## config.mk

```make
export PLATFORM = sky130hd
export DESIGN_NAME = mul_hilo_flat
export DESIGN_NICKNAME = d
export VERILOG_FILES = /design/src/rtl/mul_hilo_if.sv /design/src/rtl/mul_hilo.sv /design/src/flat_wrapper.sv
export SDC_FILE = /design/constraint.sdc
export NUM_CORES = 1
export LEC_CHECK = 0
export CORE_ASPECT_RATIO = 1.2
export CORE_UTILIZATION = 54
export DETAILED_ROUTE_END_ITERATION = 7
export PLACE_DENSITY_LB_ADDON = 0.08
export SKIP_LAST_GASP = 1
export SLEW_MARGIN = 20
export SYNTH_ARGS = -nofsm -noshare
export SYNTH_HDL_FRONTEND = slang
export SYNTH_SLANG_ARGS = --single-unit
```

## constraint.sdc

```tcl
create_clock -name clk -period 3.7 [get_ports clk]
set_clock_uncertainty 0.2 [all_clocks]
set_input_delay 0.74 -clock clk [delete_from_list [all_inputs] [get_ports clk]]
set_output_delay 0.74 -clock clk [all_outputs]
set_load 0.01 [all_outputs]
```

## src/rtl/mul_hilo_if.sv

```systemverilog
// Execute-stage multiply/HI-LO bus between the pipeline (master) and mul_hilo (slave).
// state_dbg exposes the multiplier FSM state (0 IDLE, 1 MUL, 2 DONE) for observers.
interface mul_hilo_if;
  logic        start;
  logic [31:0] dataA;
  logic [31:0] dataB;
  logic [31:0] aluOut;
  logic [1:0]  sel;
  logic [31:0] dataOut;
  logic        busy;
  logic        done;
  logic [1:0]  state_dbg;

  // start is a level request taken only while idle; busy covers the 32
  // iteration cycles and done pulses for exactly one cycle when HI/LO update.
  modport master (
    output start, dataA, dataB, aluOut, sel,
    input  dataOut, busy, done, state_dbg
  );

  modport slave (
    input  start, dataA, dataB, aluOut, sel,
    output dataOut, busy, done, state_dbg
  );
endinterface

```

## src/rtl/mul_hilo.sv

```systemverilog
// 32x32 -> 64 shift-add multiplier with HI/LO result registers and result mux.
// Define MUL_SIGNED_EN for two's-complement operands (magnitude multiply + final negate).
module mul_hilo (
  input  logic          clk,
  input  logic          rst,
  mul_hilo_if.slave     bus
);

  typedef enum logic [1:0] {
    IDLE = 2'd0,
    MUL  = 2'd1,
    DONE = 2'd2
  } state_t;

  state_t      state_q, state_d;
  logic [31:0] mcand_q, mcand_d;
  logic [63:0] prod_q,  prod_d;
  logic [5:0]  cnt_q,   cnt_d;
  logic [31:0] hi_q,    hi_d;
  logic [31:0] lo_q,    lo_d;
  logic [32:0] sum;
  logic [63:0] result;
`ifdef MUL_SIGNED_EN
  logic        sign_q, sign_d;
`endif

  always_ff @(posedge clk) begin
    if (rst) begin
      state_q <= IDLE;
      mcand_q <= '0;
      prod_q  <= '0;
      cnt_q   <= '0;
      hi_q    <= '0;
      lo_q    <= '0;
`ifdef MUL_SIGNED_EN
      sign_q  <= 1'b0;
`endif
    end else begin
      state_q <= state_d;
      mcand_q <= mcand_d;
      prod_q  <= prod_d;
      cnt_q   <= cnt_d;
      hi_q    <= hi_d;
      lo_q    <= lo_d;
`ifdef MUL_SIGNED_EN
      sign_q  <= sign_d;
`endif
    end
  end

  always_comb begin
    state_d = state_q;
    mcand_d = mcand_q;
    prod_d  = prod_q;
    cnt_d   = cnt_q;
    hi_d    = hi_q;
    lo_d    = lo_q;
    sum     = '0;
    result  = '0;
`ifdef MUL_SIGNED_EN
    sign_d  = sign_q;
`endif
    case (state_q)
      IDLE: begin
        if (bus.start) begin
          state_d = MUL;
          cnt_d   = '0;
`ifdef MUL_SIGNED_EN
          mcand_d = bus.dataA[31] ? (~bus.dataA + 32'd1) : bus.dataA;
          prod_d  = {32'd0, (bus.dataB[31] ? (~bus.dataB + 32'd1) : bus.dataB)};
          sign_d  = bus.dataA[31] ^ bus.dataB[31];
`else
          mcand_d = bus.dataA;
          prod_d  = {32'd0, bus.dataB};
`endif
        end
      end
      MUL: begin
        // Carry out of the upper-half add is shifted back in as the new bit 63.
        sum    = {1'b0, prod_q[63:32]} + (prod_q[0] ? {1'b0, mcand_q} : 33'd0);
        prod_d = {sum, prod_q[31:1]};
        cnt_d  = cnt_q + 6'd1;
        if (cnt_q == 6'd31) begin
`ifdef MUL_SIGNED_EN
          result = sign_q ? (~prod_d + 64'd1) : prod_d;
`else
          result = prod_d;
`endif
          hi_d    = result[63:32];
          lo_d    = result[31:0];
          state_d = DONE;
        end
      end
      DONE:    state_d = IDLE;
      default: state_d = IDLE;
    endcase
  end

  always_comb begin
    case (bus.sel)
      2'b01:   bus.dataOut = hi_q;
      2'b10:   bus.dataOut = lo_q;
      default: bus.dataOut = bus.aluOut;
    endcase
  end

  assign bus.busy      = (state_q == MUL);
  assign bus.done      = (state_q == DONE);
  assign bus.state_dbg = state_q;

endmodule

```

## src/flat_wrapper.sv

```systemverilog
// flat-port wrapper written by rule: the top's interface ports become plain ports
module mul_hilo_flat 
  (clk, rst, bus_start, bus_dataA, bus_dataB, bus_aluOut, bus_sel, bus_dataOut, bus_busy, bus_done, bus_state_dbg);
  mul_hilo_if bus_i ();
  input  logic clk;
  input  logic rst;
  input wire logic [$bits(bus_i.start)-1:0] bus_start;
  input wire logic [$bits(bus_i.dataA)-1:0] bus_dataA;
  input wire logic [$bits(bus_i.dataB)-1:0] bus_dataB;
  input wire logic [$bits(bus_i.aluOut)-1:0] bus_aluOut;
  input wire logic [$bits(bus_i.sel)-1:0] bus_sel;
  output wire logic [$bits(bus_i.dataOut)-1:0] bus_dataOut;
  output wire logic [$bits(bus_i.busy)-1:0] bus_busy;
  output wire logic [$bits(bus_i.done)-1:0] bus_done;
  output wire logic [$bits(bus_i.state_dbg)-1:0] bus_state_dbg;
  assign bus_i.start = bus_start;
  assign bus_i.dataA = bus_dataA;
  assign bus_i.dataB = bus_dataB;
  assign bus_i.aluOut = bus_aluOut;
  assign bus_i.sel = bus_sel;
  assign bus_dataOut = bus_i.dataOut;
  assign bus_busy = bus_i.busy;
  assign bus_done = bus_i.done;
  assign bus_state_dbg = bus_i.state_dbg;
  mul_hilo u_core (.clk(clk), .rst(rst), .bus(bus_i));
endmodule
```

==> out/metrics.yaml <==
start_util: 0.554
ys_types: 64
clockRootBuffer: "clkbuf_16"
synthTopCellsByArea: "dfxtp_1 (39%), nand2_1 (10%), a21oi_1 (7.5%)"
clk_latency_ns: 0.42
drt_iter0_markers: 777
htree_levels: 4
crit_family: "buffers and inverters"
p_sw_mw: 1.06
antenna_cells: 0
ys.warnings.count: 0
crit_end: "bus_dataOut[3]"
vias_per_cell: 5.69
grt_start_max_net_pins: 93
syn_inst: 1159
critPathMaxStageDelay_ns: 0.57
pwr-share-comb: 0.127
cts_tree: "built"
drt_wl_total_mm: 22.6
grt_antenna_before_repair: 0
final_cell_area_mm2: 0.0108
synth_top_area_cell: "dfxtp_1"
chipWidth_um: 118
worst-setup-path-type: "in -> out"
row_count: 50
synth_area_mm2: 0.00870
post-route-period-util: 0.973
power_density_mw_per_mm2: 382
ios: 137
ys_ff_latch: 168
synth-edff-count: 0
switching_share: 0.258
cp.arrival_ns: 2.66
synth-main-ff-cell: "dfxtp_1"
finalCriticalPeriod_ns: 3.60
rr_startpoint: "u_core.prod_q[0]$_SDFFE_PP0P_"
async_flop_share: 0
r2r_setup_slack_ns: 0.24
path_common_cell: "clkdlybuf4s50_1"
cpMaxStageDelayCell: "clkdlybuf4s50_1"
cap_viol_max_count: 0
fin_setup_tns_ns: 0
clk_pin_slew_ns: 0.06
drive_above_1_share: 0.0599
grt.total_usage: 0.277
pre_cts_slack_ns: 0.121
placed_area_mm2: 0.0103
ant_nets: 0
status: "complete, no violations"
post-route-drc-count: 0
endpoint_kind: "output pin"
ir_drop_mv: 0.306
crit_path_max_fanout: 43
clockBufferDepth: 2
seq_power_share: 0.463
setup_viol: 0
total_leakage_power_nw: 4.25
yosysTopAreaCellShare: 0.387
reg2regPathDepth: 10
crit_buf_inv: 4
r2r_end: "u_core.prod_q[62]$_SDFFE_PP0P_"
die_h_um: 141
worst_slew_pin_slew_ns: 0.764
power.internal_mw: 3.07
crit_chain: "clkdlybuf4s50_1 -> inv_1 -> ha_1 -> buf_12 -> nand2_1 -> o21ai_0 -> clkdlybuf4s50_1"
hold_viol_final: 0
vias: 8399
syn_nets: 1296
syn_area_per_cell_um2: 7.51
relSlewSlack: 0.490
cp.depth: 7
worstHoldPathType: "reg -> reg"
ys_seq_area_frac: 0.387
avgRoutedWirePerCell_um: 15.3
synthToLayoutAreaGrowth_pct: 24.4
finalPower_mw: 4.13
grt_pass1_wl_mm: 37.9
core-area_mm2: 0.0157
worstSetupStartpoint: "bus_sel[0]"
clock_sinks: 168
grt_pass1_vias: 7783
port_buffers: 136
holdBufCountCts: 0
cp-start-kind: "input pin"
drv_slew: 0
rsz0062_at_grt: "false"
nets: 1393
overflow: 0
required_ns: 2.76
dr.pass1.iters: 6
gp_congestion: 0.940
layout_setup_ws_ns: 0.0981
place_hpwl_mm: 15.6
die_area_mm2: 0.0166
clock.fmax_mhz: 278
power.share.clock: 0.410
cts_buffers: 17
==> how the worst min path moves through the flow <==
| stage | from | to | slack, ns | cells after the start |
|---|---|---|---|---|
| 6_report | u_core.mcand_q[22]$_SDFFE_PP0P_ | u_core.mcand_q[22]$_SDFFE_PP0P_ | 0.25 | 2 |
| 2_1_floorplan | u_core.mcand_q[0]$_SDFFE_PP0P_ | u_core.mcand_q[0]$_SDFFE_PP0P_ | 0.23 | 2 |
| 3_5_place_dp | u_core.mcand_q[17]$_SDFFE_PP0P_ | u_core.mcand_q[17]$_SDFFE_PP0P_ | 0.24 | 2 |
| 3_3_place_gp | u_core.mcand_q[31]$_SDFFE_PP0P_ | u_core.mcand_q[31]$_SDFFE_PP0P_ | 0.24 | 2 |
| 5_1_grt | u_core.mcand_q[5]$_SDFFE_PP0P_ | u_core.mcand_q[5]$_SDFFE_PP0P_ | 0.26 | 2 |
| 4_1_cts | u_core.mcand_q[17]$_SDFFE_PP0P_ | u_core.mcand_q[17]$_SDFFE_PP0P_ | 0.25 | 2 |
==> cells by family after synthesis <==
kind of cell	count (synthesis)	synth area share
compound gates	308	0.222
flops	168	0.387
fa+ha+maj	36	0.0526
buf+inv	96	0.0427
xor+xnor	16	0.0161
simple gates	534	0.279
mux	1	0.00129
==> flip-flops by register name (all words and copies together), names as in the netlist <==
name                  flops
u_core.cnt_q              6
u_core.hi_q              32
u_core.mcand_q           32
u_core.prod_q            64
u_core.bus.state_dbg      2
u_core.lo_q              32
==> routing by layer <==
metal,up-vias,track usage,share of wire
li1,4267,-,-
met1,3861,0.380,0.47
met3,25,0.0437,0.057
met2,246,0.454,0.46
met4,0,0.0709,0.011
met5,-,0,0
==> cell usage in the layout (no fill, tap or decap), types with 13 or more instances in the layout <==
cell and count:
a32o_1 13, nor4_1 32, o21ai_0 61, nand2_1 230
or3_1 15, clkbuf_16 17, nand4_1 13, a21oi_1 130
clkdlybuf4s50_1 135, ha_1 35, nand3_1 39, a22oi_1 33
nor2_1 123, dfxtp_1 168, buf_4 24, a21o_1 18
and2_1 35
==> repair_timing <==
action | in CTS | in global routing
gates resized for setup | 0 | 1
endpoints found under the setup margin | 0 | 1
setup buffers | 0 | 0
==> worst register-to-register path, delay by kind of cell (launching register included) <==
kind                       cells  cell delay (ns)
DFF                            1             0.46
AOI/OAI and AO/OA              5             1.45
and+or+nand+nor                3             0.60
adders and majority gates      1             0.38
buffers and inverters          1             0.26
==> synth_stat cells, drive strengths merged (3+ instances only) <==
master and number:
a211oi 4, a21o 18, a21oi 131, a221o 3, a22o 6, a22oi 33
a31oi 6, a32o 13, and2 36, buf 11, clkbuf 75, dfxtp 168
ha 35, inv 10, nand2 231, nand2b 5, nand3 39, nand3b 12
nand4 13, nor2 123, nor3 12, nor4 32, o2111ai 3, o21a 6
o21ai 62, or3 18, xnor2 10, xor2 6
==> per-stage QoR <==
step / util / cells / hold WS [ns]
2_1_floorplan: - / 1159 / 0.232
3_3_place_gp: 0.653 / 1445 / 0.238
3_5_place_dp: 0.653 / 1445 / 0.243
4_1_cts: 0.689 / 1476 / 0.252
5_1_grt: 0.689 / 1476 / 0.264
6_report: 0.689 / 1476 / 0.249
==> cell type report <==
cell class / count / area [µm²]
multi-input cells: 895 / 4980
fillers: 1369 / 4880
flip-flops and latches: 168 / 3360
repair buffers: 164 / 1620
clock buffers: 18 / 439
well taps: 208 / 260
clock inverters: 13 / 121
inverters: 10 / 37.5
==> power by group through the flow <==
| stage | sequential (mW) | combinational [mW] | clock (mW) |
|---|---|---|---|
| detailed placement | 1.95 | 0.523 | 0 |
| CTS | 1.91 | 0.526 | 1.72 |
| finish | 1.91 | 0.525 | 1.69 |
| global placement | 1.95 | 0.515 | 0 |
| global route | 1.92 | 0.582 | 1.79 |
| floorplan | 1.94 | 0.280 | 0 |
(Power assumes the default switching activity.)
